## config.mk

```make
export PLATFORM = sky130hd
export DESIGN_NAME = bitty_wb_pipe_flat
export DESIGN_NICKNAME = d
export VERILOG_FILES = /design/src/rtl/bitty_wb_pipe_pkg.sv /design/src/rtl/bitty_wb_pipe_if.sv /design/src/rtl/bitty_wb_pipe_stage.sv /design/src/rtl/bitty_wb_pipe.sv /design/src/flat_wrapper.sv
export SDC_FILE = /design/constraint.sdc
export NUM_CORES = 1
export LEC_CHECK = 0
export BUFFER_PORTS_ARGS = -buffer_cell sky130_fd_sc_hd__buf_2
export CAP_MARGIN = 25
export CORE_AREA = 2 2 163 125
export DETAILED_ROUTE_END_ITERATION = 10
export DIE_AREA = 0 0 165 127
export SYNTH_ARGS = -nofsm -noshare
export SYNTH_HDL_FRONTEND = slang
export SYNTH_HIERARCHICAL = 1
export SYNTH_SLANG_ARGS = --single-unit
```

## constraint.sdc

```tcl
create_clock -name clk -period 2.2 [get_ports clk]
set_clock_uncertainty 0.15 [all_clocks]
set_input_delay 0 -clock clk [delete_from_list [all_inputs] [get_ports clk]]
set_output_delay 0 -clock clk [all_outputs]
set_load 0.01 [all_outputs]
```

## src/rtl/bitty_wb_pipe_pkg.sv

```systemverilog
// Shared constants and helpers for the bitty post-EX write-back pipeline.
package bitty_wb_pipe_pkg;

    localparam int   WB_PIPE_DEPTH_MIN = 2;
    localparam int   REG_W             = 32;
    localparam int   REG_ADDR_W        = 5;
    localparam logic WRITE_ENABLE      = 1'b1;
    localparam logic WRITE_DISABLE     = 1'b0;

    localparam logic [REG_W-1:0]      ZERO_WORD    = '0;
    localparam logic [REG_ADDR_W-1:0] NOP_REG_ADDR = '0;

    // Saturating increment for the 32-bit event counters.
    function automatic logic [31:0] sat_inc(input logic [31:0] v);
        return (v == 32'hFFFF_FFFF) ? v : v + 32'd1;
    endfunction

endpackage

```

## src/rtl/bitty_wb_pipe_if.sv

```systemverilog
// Bus between the core (EX, memory, decode, regfile) and the write-back pipeline.
interface bitty_wb_pipe_if #(
    parameter int DATA_W = 32,
    parameter int ADDR_W = 5,
    parameter int NUM_RD = 2
);
    // Flow control: stall_i=1 holds every stage; stall_req_o=1 asks the core to
    // hold EX/decode. No valid/ready pairs: ex_wreg_i marks a live result.
    logic                     stall_i;
    logic                     flush_i;
    logic                     ex_wreg_i;
    logic [ADDR_W-1:0]        ex_wd_i;
    logic [DATA_W-1:0]        ex_wdata_i;
    logic                     ex_pend_i;
    logic                     mem_ld_vld_i;
    logic [DATA_W-1:0]        mem_ld_data_i;
    logic [NUM_RD*ADDR_W-1:0] rd_addr_i;
    logic [NUM_RD*DATA_W-1:0] rf_data_i;
    logic [NUM_RD*DATA_W-1:0] rd_data_o;
    logic [NUM_RD-1:0]        hazard_o;
    logic                     stall_req_o;
    logic                     wb_wreg_o;
    logic [ADDR_W-1:0]        wb_wd_o;
    logic [DATA_W-1:0]        wb_wdata_o;

    modport slave (
        input  stall_i, flush_i, ex_wreg_i, ex_wd_i, ex_wdata_i, ex_pend_i,
               mem_ld_vld_i, mem_ld_data_i, rd_addr_i, rf_data_i,
        output rd_data_o, hazard_o, stall_req_o, wb_wreg_o, wb_wd_o, wb_wdata_o
    );

    modport master (
        output stall_i, flush_i, ex_wreg_i, ex_wd_i, ex_wdata_i, ex_pend_i,
               mem_ld_vld_i, mem_ld_data_i, rd_addr_i, rf_data_i,
        input  rd_data_o, hazard_o, stall_req_o, wb_wreg_o, wb_wd_o, wb_wdata_o
    );
endinterface

```

## src/rtl/bitty_wb_pipe_stage.sv

```systemverilog
// One write-back pipeline entry: hold, load, bubble, and load-data resolve.
module bitty_wb_stage
    import bitty_wb_pipe_pkg::*;
#(
    parameter int DATA_W = 32,
    parameter int ADDR_W = 5
) (
    input  logic              clk,
    input  logic              rst,
    input  logic              adv,
    input  logic              bubble,
    input  logic              resolve,
    input  logic [DATA_W-1:0] ld_data,
    input  logic              d_wreg,
    input  logic [ADDR_W-1:0] d_wd,
    input  logic [DATA_W-1:0] d_data,
    input  logic              d_pend,
    output logic              q_wreg,
    output logic [ADDR_W-1:0] q_wd,
    output logic [DATA_W-1:0] q_data,
    output logic              q_pend
);

    always_ff @(posedge clk) begin
        if (rst) begin
            q_wreg <= WRITE_DISABLE;
            q_wd   <= '0;
            q_data <= '0;
            q_pend <= 1'b0;
        end else if (adv) begin
            if (bubble) begin
                q_wreg <= WRITE_DISABLE;
                q_wd   <= '0;
                q_data <= '0;
                q_pend <= 1'b0;
            end else begin
                // A pending load picks up its memory data as it leaves stage 0.
                q_wreg <= d_wreg;
                q_wd   <= d_wd;
                q_data <= resolve ? ld_data : d_data;
                q_pend <= resolve ? 1'b0 : d_pend;
            end
        end
    end

endmodule

```

## src/rtl/bitty_wb_pipe.sv

```systemverilog
// Post-EX result pipeline with priority operand forwarding and load-use hazards.
// Optional macro BITTY_WB_PIPE_PERF_EN adds saturating hazard/forward counters.
module bitty_wb_pipe
    import bitty_wb_pipe_pkg::*;
#(
    parameter int DATA_W = 32,
    parameter int ADDR_W = 5,
    parameter int DEPTH  = 2,
    parameter int NUM_RD = 2
) (
    input logic            clk,
    input logic            rst,
    bitty_wb_pipe_if.slave bus
`ifdef BITTY_WB_PIPE_PERF_EN
    ,
    output logic [31:0]    perf_hz_cnt_o,
    output logic [31:0]    perf_fwd_cnt_o
`endif
);

    logic              st_wreg [DEPTH];
    logic [ADDR_W-1:0] st_wd   [DEPTH];
    logic [DATA_W-1:0] st_data [DEPTH];
    logic              st_pend [DEPTH];

    logic ld_wait;
    logic adv;

    assign ld_wait = st_pend[0] && st_wreg[0] && !bus.mem_ld_vld_i;
    assign adv     = !bus.stall_i && !ld_wait;

    for (genvar n = 0; n < DEPTH; n++) begin : g_stage
        logic              d_wreg;
        logic [ADDR_W-1:0] d_wd;
        logic [DATA_W-1:0] d_data;
        logic              d_pend;
        logic              bubble;
        logic              resolve;

        if (n == 0) begin : g_head
            assign d_wreg  = bus.ex_wreg_i;
            assign d_wd    = bus.ex_wd_i;
            assign d_data  = bus.ex_wdata_i;
            assign d_pend  = bus.ex_pend_i;
            assign bubble  = bus.flush_i;
            assign resolve = 1'b0;
        end else begin : g_tail
            assign d_wreg  = st_wreg[n-1];
            assign d_wd    = st_wd[n-1];
            assign d_data  = st_data[n-1];
            assign d_pend  = st_pend[n-1];
            assign bubble  = 1'b0;
            assign resolve = (n == 1) ? st_pend[0] : 1'b0;
        end

        bitty_wb_stage #(.DATA_W(DATA_W), .ADDR_W(ADDR_W)) u_stage (
            .clk     (clk),
            .rst     (rst),
            .adv     (adv),
            .bubble  (bubble),
            .resolve (resolve),
            .ld_data (bus.mem_ld_data_i),
            .d_wreg  (d_wreg),
            .d_wd    (d_wd),
            .d_data  (d_data),
            .d_pend  (d_pend),
            .q_wreg  (st_wreg[n]),
            .q_wd    (st_wd[n]),
            .q_data  (st_data[n]),
            .q_pend  (st_pend[n])
        );
    end

    logic [NUM_RD*DATA_W-1:0] rd_flat;
    logic [NUM_RD-1:0]        hazard;
    logic [NUM_RD-1:0]        fwd_hit;

    // Oldest source first so younger matches overwrite older ones.
    always_comb begin
        logic [ADDR_W-1:0] addr;
        logic [DATA_W-1:0] data;
        logic              hz;
        logic              hit;
        rd_flat = '0;
        hazard  = '0;
        fwd_hit = '0;
        addr    = '0;
        data    = '0;
        hz      = 1'b0;
        hit     = 1'b0;
        for (int p = 0; p < NUM_RD; p++) begin
            addr = bus.rd_addr_i[p*ADDR_W +: ADDR_W];
            data = bus.rf_data_i[p*DATA_W +: DATA_W];
            hz   = 1'b0;
            hit  = 1'b0;
            for (int n = DEPTH - 1; n >= 0; n--) begin
                if (st_wreg[n] && st_wd[n] == addr) begin
                    if (!st_pend[n]) begin
                        data = st_data[n];
                        hz   = 1'b0;
                    end else if (n == 0 && bus.mem_ld_vld_i) begin
                        data = bus.mem_ld_data_i;
                        hz   = 1'b0;
                    end else begin
                        data = '0;
                        hz   = 1'b1;
                    end
                    hit = !hz;
                end
            end
            if (!bus.flush_i && bus.ex_wreg_i && bus.ex_wd_i == addr) begin
                data = bus.ex_pend_i ? '0 : bus.ex_wdata_i;
                hz   = bus.ex_pend_i;
                hit  = !bus.ex_pend_i;
            end
            if (addr == '0) begin
                data = '0;
                hz   = 1'b0;
                hit  = 1'b0;
            end
            rd_flat[p*DATA_W +: DATA_W] = data;
            hazard[p]  = hz;
            fwd_hit[p] = hit;
        end
    end

    assign bus.rd_data_o   = rd_flat;
    assign bus.hazard_o    = hazard;
    assign bus.stall_req_o = (|hazard) || ld_wait;
    assign bus.wb_wreg_o   = st_wreg[DEPTH-1];
    assign bus.wb_wd_o     = st_wd[DEPTH-1];
    assign bus.wb_wdata_o  = st_data[DEPTH-1];

`ifdef BITTY_WB_PIPE_PERF_EN
    always_ff @(posedge clk) begin
        if (rst) begin
            perf_hz_cnt_o  <= '0;
            perf_fwd_cnt_o <= '0;
        end else begin
            if (bus.stall_req_o) perf_hz_cnt_o  <= sat_inc(perf_hz_cnt_o);
            if (|fwd_hit)        perf_fwd_cnt_o <= sat_inc(perf_fwd_cnt_o);
        end
    end
`else
    logic unused_fwd;
    assign unused_fwd = ^fwd_hit;
`endif

endmodule
```

## src/flat_wrapper.sv

```systemverilog
// flat-port wrapper written by rule: the top's interface ports become plain ports
module bitty_wb_pipe_flat import bitty_wb_pipe_pkg::*;
#(
    parameter int DATA_W = 32,
    parameter int ADDR_W = 5,
    parameter int DEPTH  = 2,
    parameter int NUM_RD = 2
)
  (clk, rst, bus_stall_i, bus_flush_i, bus_ex_wreg_i, bus_ex_wd_i, bus_ex_wdata_i, bus_ex_pend_i, bus_mem_ld_vld_i, bus_mem_ld_data_i, bus_rd_addr_i, bus_rf_data_i, bus_rd_data_o, bus_hazard_o, bus_stall_req_o, bus_wb_wreg_o, bus_wb_wd_o, bus_wb_wdata_o);
  bitty_wb_pipe_if #(.DATA_W(DATA_W), .ADDR_W(ADDR_W), .NUM_RD(NUM_RD)) bus_i ();
  input logic clk;
  input logic rst;
  input wire logic [$bits(bus_i.stall_i)-1:0] bus_stall_i;
  input wire logic [$bits(bus_i.flush_i)-1:0] bus_flush_i;
  input wire logic [$bits(bus_i.ex_wreg_i)-1:0] bus_ex_wreg_i;
  input wire logic [$bits(bus_i.ex_wd_i)-1:0] bus_ex_wd_i;
  input wire logic [$bits(bus_i.ex_wdata_i)-1:0] bus_ex_wdata_i;
  input wire logic [$bits(bus_i.ex_pend_i)-1:0] bus_ex_pend_i;
  input wire logic [$bits(bus_i.mem_ld_vld_i)-1:0] bus_mem_ld_vld_i;
  input wire logic [$bits(bus_i.mem_ld_data_i)-1:0] bus_mem_ld_data_i;
  input wire logic [$bits(bus_i.rd_addr_i)-1:0] bus_rd_addr_i;
  input wire logic [$bits(bus_i.rf_data_i)-1:0] bus_rf_data_i;
  output wire logic [$bits(bus_i.rd_data_o)-1:0] bus_rd_data_o;
  output wire logic [$bits(bus_i.hazard_o)-1:0] bus_hazard_o;
  output wire logic [$bits(bus_i.stall_req_o)-1:0] bus_stall_req_o;
  output wire logic [$bits(bus_i.wb_wreg_o)-1:0] bus_wb_wreg_o;
  output wire logic [$bits(bus_i.wb_wd_o)-1:0] bus_wb_wd_o;
  output wire logic [$bits(bus_i.wb_wdata_o)-1:0] bus_wb_wdata_o;
  assign bus_i.stall_i = bus_stall_i;
  assign bus_i.flush_i = bus_flush_i;
  assign bus_i.ex_wreg_i = bus_ex_wreg_i;
  assign bus_i.ex_wd_i = bus_ex_wd_i;
  assign bus_i.ex_wdata_i = bus_ex_wdata_i;
  assign bus_i.ex_pend_i = bus_ex_pend_i;
  assign bus_i.mem_ld_vld_i = bus_mem_ld_vld_i;
  assign bus_i.mem_ld_data_i = bus_mem_ld_data_i;
  assign bus_i.rd_addr_i = bus_rd_addr_i;
  assign bus_i.rf_data_i = bus_rf_data_i;
  assign bus_rd_data_o = bus_i.rd_data_o;
  assign bus_hazard_o = bus_i.hazard_o;
  assign bus_stall_req_o = bus_i.stall_req_o;
  assign bus_wb_wreg_o = bus_i.wb_wreg_o;
  assign bus_wb_wd_o = bus_i.wb_wd_o;
  assign bus_wb_wdata_o = bus_i.wb_wdata_o;
  bitty_wb_pipe #(.DATA_W(DATA_W), .ADDR_W(ADDR_W), .DEPTH(DEPTH), .NUM_RD(NUM_RD)) u_core (.clk(clk), .rst(rst), .bus(bus_i));
endmodule
```

# Word level (Yosys, flattened, before mapping)
# Index checks and enable logic that the tools add are counted.
op_classes:
  add_sub_neg: 0
  shifts: 0
  n_div: 0
  bitwise_logic: 0
  n_mux: 24
  order_cmp: 0
  multipliers: 0
  n_eq_ne: 6
  reduce_logical: 18
op_table:
  columns: ["op", "count"]
  rows:
  - ["2-to-1 mux 32 bit", 13]
  - ["equality test 5 bit", 6]
  - ["logical AND 1 bit", 10]
  - ["zero test 5 bit", 2]
  - ["2-to-1 mux 1 bit", 10]
  - ["2-to-1 mux 5 bit", 1]
  - ["zero test 1 bit", 4]
  - ["OR reduction 2 bit", 1]
  - ["logical OR 1 bit", 1]
totals:
  ff_bits: 77
  elab_cells: 55
  inputBits: 150
  mem_count: 0
  latch_bits: 0
  output_inout_bits: 105
  mem_bits_ro: 0
  mem_bits_rw: 0

# Longest topological paths before layout
logic_depth:
  word_depth: 7
  depth_mapped: 8
  mapped_depth_nobuf: 6

# By module
# The synthesis kept the hierarchy.
by_module_without_submodules:
  columns: ["module", "area_per_inst_um2", "instances", "cells_each"]
  rows:
  - ["bitty_wb_stage", 1804.2, 2, 139]
  - ["bitty_wb_pipe", 3105.5, 1, 530]

# Least setup slack after synthesis
# OpenSTA, ideal clock, no wires.
synth_path:
  path_kind: "register to register"
  startpoint: "register u_core.g_stage[0].u_stage.q_pend"
  endpoint: "register u_core.g_stage[1].u_stage.q_data[0]"
  stages_incl_launch_ff: 8
  t_required_ps: 1982
  setup_ps: 68
  arrival_time_ps: 1951
  setup_slack_ps: 31
  n_path_buf: 4
  cell_sequence: "dfxtp_1 buf_2 clkbuf_1 a31oi_1 or3b_1 buf_2 buf_6 o2bb2ai_2"
synth_via:
  elab_chain_cells: 4
  word_cells_on_any_way: 5
synth_rtl:
  columns: ["item", "line", "rtl"]
  rows:
  - ["from (decl)", "bitty_wb_pipe_stage.sv:21", "output logic q_pend"]
  - ["from (signal assigned)", "bitty_wb_pipe_stage.sv:41", "q_pend <= resolve ? 1'b0 : d_pend;"]
  - ["logical AND 1 bit (2 in series)", "bitty_wb_pipe.sv:29", "assign ld_wait = st_pend[0] && st_wreg[0] && !bus.mem_ld_vld_i;"]
  - ["zero test 1 bit", "bitty_wb_pipe.sv:30", "assign adv = !bus.stall_i && !ld_wait;"]
  - ["logical AND 1 bit", "bitty_wb_pipe.sv:30", null]
  - ["net u_core.adv", "bitty_wb_pipe.sv:27", "logic adv;"]
  - ["to (signal assigned)", "bitty_wb_pipe_stage.sv:40", "q_data <= resolve ? ld_data : d_data;"]
  - ["to (decl)", "bitty_wb_pipe_stage.sv:20", "output logic [DATA_W-1:0] q_data,"]
# The timed path passes the listed nets, and every way through them passes these cells.
# A chain may end at the register's enable or synchronous reset.

# Worst setup path in the final report
layout_path:
  startpoint: "register u_core.g_stage[1].u_stage.q_wd[3]"
  endpoint: "output bus_rd_data_o[25]"
layout_via:
  elab_chain_cells: 6
layout_rtl:
  columns: ["item", "line", "rtl"]
  rows:
  - ["from (decl)", "bitty_wb_pipe_stage.sv:19", "output logic [ADDR_W-1:0] q_wd,"]
  - ["from (signal assigned)", "bitty_wb_pipe_stage.sv:39", "q_wd <= d_wd;"]
  - ["equality test 5 bit", "bitty_wb_pipe.sv:97", "if (st_wreg[n] && st_wd[n] == addr) begin"]
  - ["logical AND 1 bit", "bitty_wb_pipe.sv:97", null]
  - ["2-to-1 mux 32 bit (2 in series)", "bitty_wb_pipe.sv:97", null]
  - ["2-to-1 mux 32 bit", "bitty_wb_pipe.sv:111", "if (!bus.flush_i && bus.ex_wreg_i && bus.ex_wd_i == addr) begin"]
  - ["2-to-1 mux 32 bit", "bitty_wb_pipe.sv:116", "if (addr == '0) begin"]
  - ["to (decl)", "flat_wrapper.sv:23", "output wire logic [$bits(bus_i.rd_data_o)-1:0] bus_rd_data_o;"]
# No other way between the ends.

==> results.json <==
{
  "root_buffer": "clkbuf_16",
  "start_util_pct": 34.9,
  "setup_slack_ps": -238,
  "vias": 8209,
  "grt_max_degree": 47,
  "ys_ff_latch": 78,
  "grt_overflow": 0,
  "ir_drop_mv": 0.294,
  "maxSlewViolCount": 0,
  "portBuffers": 254,
  "core_um2": 19200,
  "grt-busiest-layer": "met2",
  "drive_gt1_share_pct": 47.3,
  "drc": 0,
  "grt_pass1_wl_um": 45100,
  "cts_buffers": 9,
  "synth-edff-count": 0,
  "gp_congestion": 0.853,
  "fin_crit_sh_pct": 111,
  "yosysSeqAreaShare_pct": 23.3,
  "drtIter0Drc": 708,
  "cts_sinks": 78,
  "ys_top_cells_by_area": "dfxtp_1 23%, o2bb2ai_2 13%, mux2i_1 9.5%, a211oi_1 7.2%, nand2b_1 5.9%",
  "relSlewSlack_pct": 55.4,
  "start_kind": "flip-flop",
  "holdWs_ps": 19.8,
  "wirelength_um": 32500,
  "violations": "setup timing",
  "cp.required_ps": 2050,
  "crit_path_end_kind": "output pin",
  "critPathKind": "flip-flop to output pin",
  "syn_area_per_cell_um2": 8.31,
  "tightest_slew_ps": 667,
  "h-tree-depth": 3,
  "dp_hpwl_um": 19900,
  "die_w_um": 165,
  "crit_start": "u_core/g_stage[1].u_stage/q_wd[3]",
  "met3_usage_pct": 6.27,
  "grt_usage_pct": 27.9,
  "run_status": "finished with violations",
  "drv_cap": 0,
  "ys_async_sr_fraction_pct": 0,
  "crit_chain": "xor2_1 > nor2_1 > nand3_4 > buf_12 > clkbuf_16 > nor3b_2 > a211oi_1 > o22ai_1 > buf_2",
  "r2r_slack_ps": 160,
  "fin_crit_ps": 2440,
  "critPathTopFamily": "simple AND/OR/NAND/NOR gates",
  "cts_buffer_depth": 2,
  "reg2reg_depth": 5,
  "rows": 44,
  "yosysWarnings": 6,
  "first_pass_iters": 5,
  "cpPeakStageDelay_ps": 360,
  "cts_tree": "done",
  "synthFlopType": "dfxtp_1",
  "finalNetCount": 1309,
  "use_met1_pct": 40.1,
  "r2r_start": "u_core/g_stage[0].u_stage/q_pend",
  "synth_top_area_cell": "dfxtp_1",
  "insertedDiodeCount": 0,
  "cp_num_cells": 9,
  "yosysUniqueCellTypes": 44,
  "cp_slowest_cell": "dfxtp_4",
  "max_freq_mhz": 410,
  "fillers": 1689,
  "path_clk_slew_ps": 60,
  "wl_per_cell_um": 22.9,
  "ant_nets": 0,
  "p_leak_nw": 4.17,
  "rsz0062_at_grt": "yes",
  "grtUsageMet2_pct": 41.7,
  "path_max_fanout": 8,
  "worstHoldPathType": "input port to flip-flop",
  "arrival_ps": 2290,
  "area_growth_pct": 61.9,
  "antenna_found_initial": 0,
  "hold_viol": 0,
  "p_per_area_nw_per_um2": 370,
  "worstReg2RegEnd": "u_core/g_stage[0].u_stage/q_wd[3]",
  "viasPerCell": 5.79,
  "grt_pass1_vias": 7713,
  "die_h_um": 127,
  "pre_cts_slack_ps": 117,
  "setup_tns_ps": -8060,
  "ios": 255,
  "setup-violations-final": 65,
  "clkLatencyLatePin_ps": 340,
  "synth_top_area_share_pct": 23.3,
  "synth_cells": 808,
  "worstPathBufferInverterCount": 3,
  "die_area_um2": 21000,
  "cp-endpoint": "bus_rd_data_o[25]",
  "synth_area_um2": 6710
}
-- area by class of cell --
| cell class | instances | area (um2) | share of cell area [%] |
|---|---|---|---|
| multi-input cells | 622 | 5390 | 49.6 |
| clock inverters | 4 | 31.3 | 0.288 |
| inverters | 35 | 131 | 1.21 |
| flip-flops and latches | 78 | 1590 | 14.6 |
| clock buffers | 12 | 246 | 2.27 |
| well taps | 253 | 317 | 2.91 |
| repair buffers | 413 | 3170 | 29.1 |
-- routing by layer --
metal / vias to the layer above / part of all wire, %
li1: 3727 / -
met1: 3904 / 45
met2: 519 / 43
met3: 59 / 9.7
met4: 0 / 2.3
met5: - / 0
-- power breakdown --
group          leakage [nW]  total [mW]  internal, mW  switching (mW)
clock network         0.125        1.43         0.801           0.625
logic                  3.41        1.10         0.534           0.563
registers             0.639        1.50          1.45          0.0464
total                  4.17        4.02          2.78            1.23
-- worst reg2reg max path, cell delays in order, from the launching register on --
cell and delay [ps]:
dfxtp_4 380, a31oi_2 260, buf_4 300, nand3b_1 130, dlygate4sd3_1 600, a21oi_1 140
-- layout by cell type, fill, tap and decap left out, types with 14 or more instances in the layout --
cell type,count
a211oi_1,24
a21oi_1,14
o21ai_0,48
buf_4,38
nor2_1,32
buf_6,14
mux2i_1,64
nor3b_2,28
o2bb2ai_2,60
a211oi_2,39
o22ai_1,43
nand2b_1,63
buf_2,253
dfxtp_1,68
o21ai_1,17
nand2_1,34
dlygate4sd3_1,78
nor2_4,19
buf_12,14
clkbuf_16,16
xor2_1,19
inv_1,35
-- registers in the layout, indices dropped and copies added (netlist names) --
register,cells
u_core/g_stage.u_stage/q_pend,2
u_core/g_stage.u_stage/q_wreg,2
u_core/g_stage.u_stage/q_wd,10
u_core/g_stage.u_stage/q_data,64
-- Yosys cell counts, types with 6 or more instances --
master,n
nor3b_1,32
clkbuf_1,42
o21ai_0,65
o211ai_1,12
nand3b_1,12
o2bb2ai_2,60
a211oi_1,64
o22ai_1,44
buf_6,8
nand2_1,35
inv_1,35
nand2b_1,63
buf_2,30
a21oi_1,15
nand3_1,6
mux2i_1,64
o32ai_1,20
dfxtp_1,78
xor2_1,23
nor2_1,57
-- through the flow --
stage          power (mW)  cells  instance area, um2  util, %
3_3_place_gp         2.40   1289                8410     43.8
5_1_grt              4.19   1417               10900     56.6
2_1_floorplan        2.01    816                6740        -
3_5_place_dp         2.42   1291                8470     44.1
6_report             4.02   1417               10900     56.6
4_1_cts              3.97   1399               10100     52.7
-- logic make-up (layout without fill, tap and decap cells) --
kind of cell,Yosys count,in the layout,synth area share [%]
buf+inv,116,464,7.99
simple gates,230,230,19.4
flops,78,78,23.3
xor+xnor,27,27,3.52
compound gates,292,292,36.2
mux,64,64,9.54
other cells,1,9,0.0559
-- worst min-delay path by stage --
stage	from	endpoint	slack, ps	cells after the start
after floorplan	bus_ex_wd_i[0]	u_core/g_stage[0].u_stage/q_wd[0]	10	2
after global placement	bus_ex_wdata_i[23]	u_core/g_stage[0].u_stage/q_data[23]	140	3
after detailed placement	bus_ex_wdata_i[27]	u_core/g_stage[0].u_stage/q_data[27]	150	3
after CTS	bus_stall_i	u_core/g_stage[1].u_stage/q_pend	20	5
after global routing	bus_stall_i	u_core/g_stage[1].u_stage/q_pend	30	5
final	bus_stall_i	u_core/g_stage[1].u_stage/q_pend	20	5
-- timing repair --
| action | CTS | global route |
|---|---|---|
| cloned | 6 | 8 |
| hold buffers | 78 | 0 |
| setup endpoints to repair | 67 | 67 |
| gates resized for setup | 103 | 103 |
| setup buffers | 9 | 11 |
| endpoints found under the hold margin | 71 | 0 |
| pin swaps | 66 | 62 |
Power figures use the tool's default switching activity.
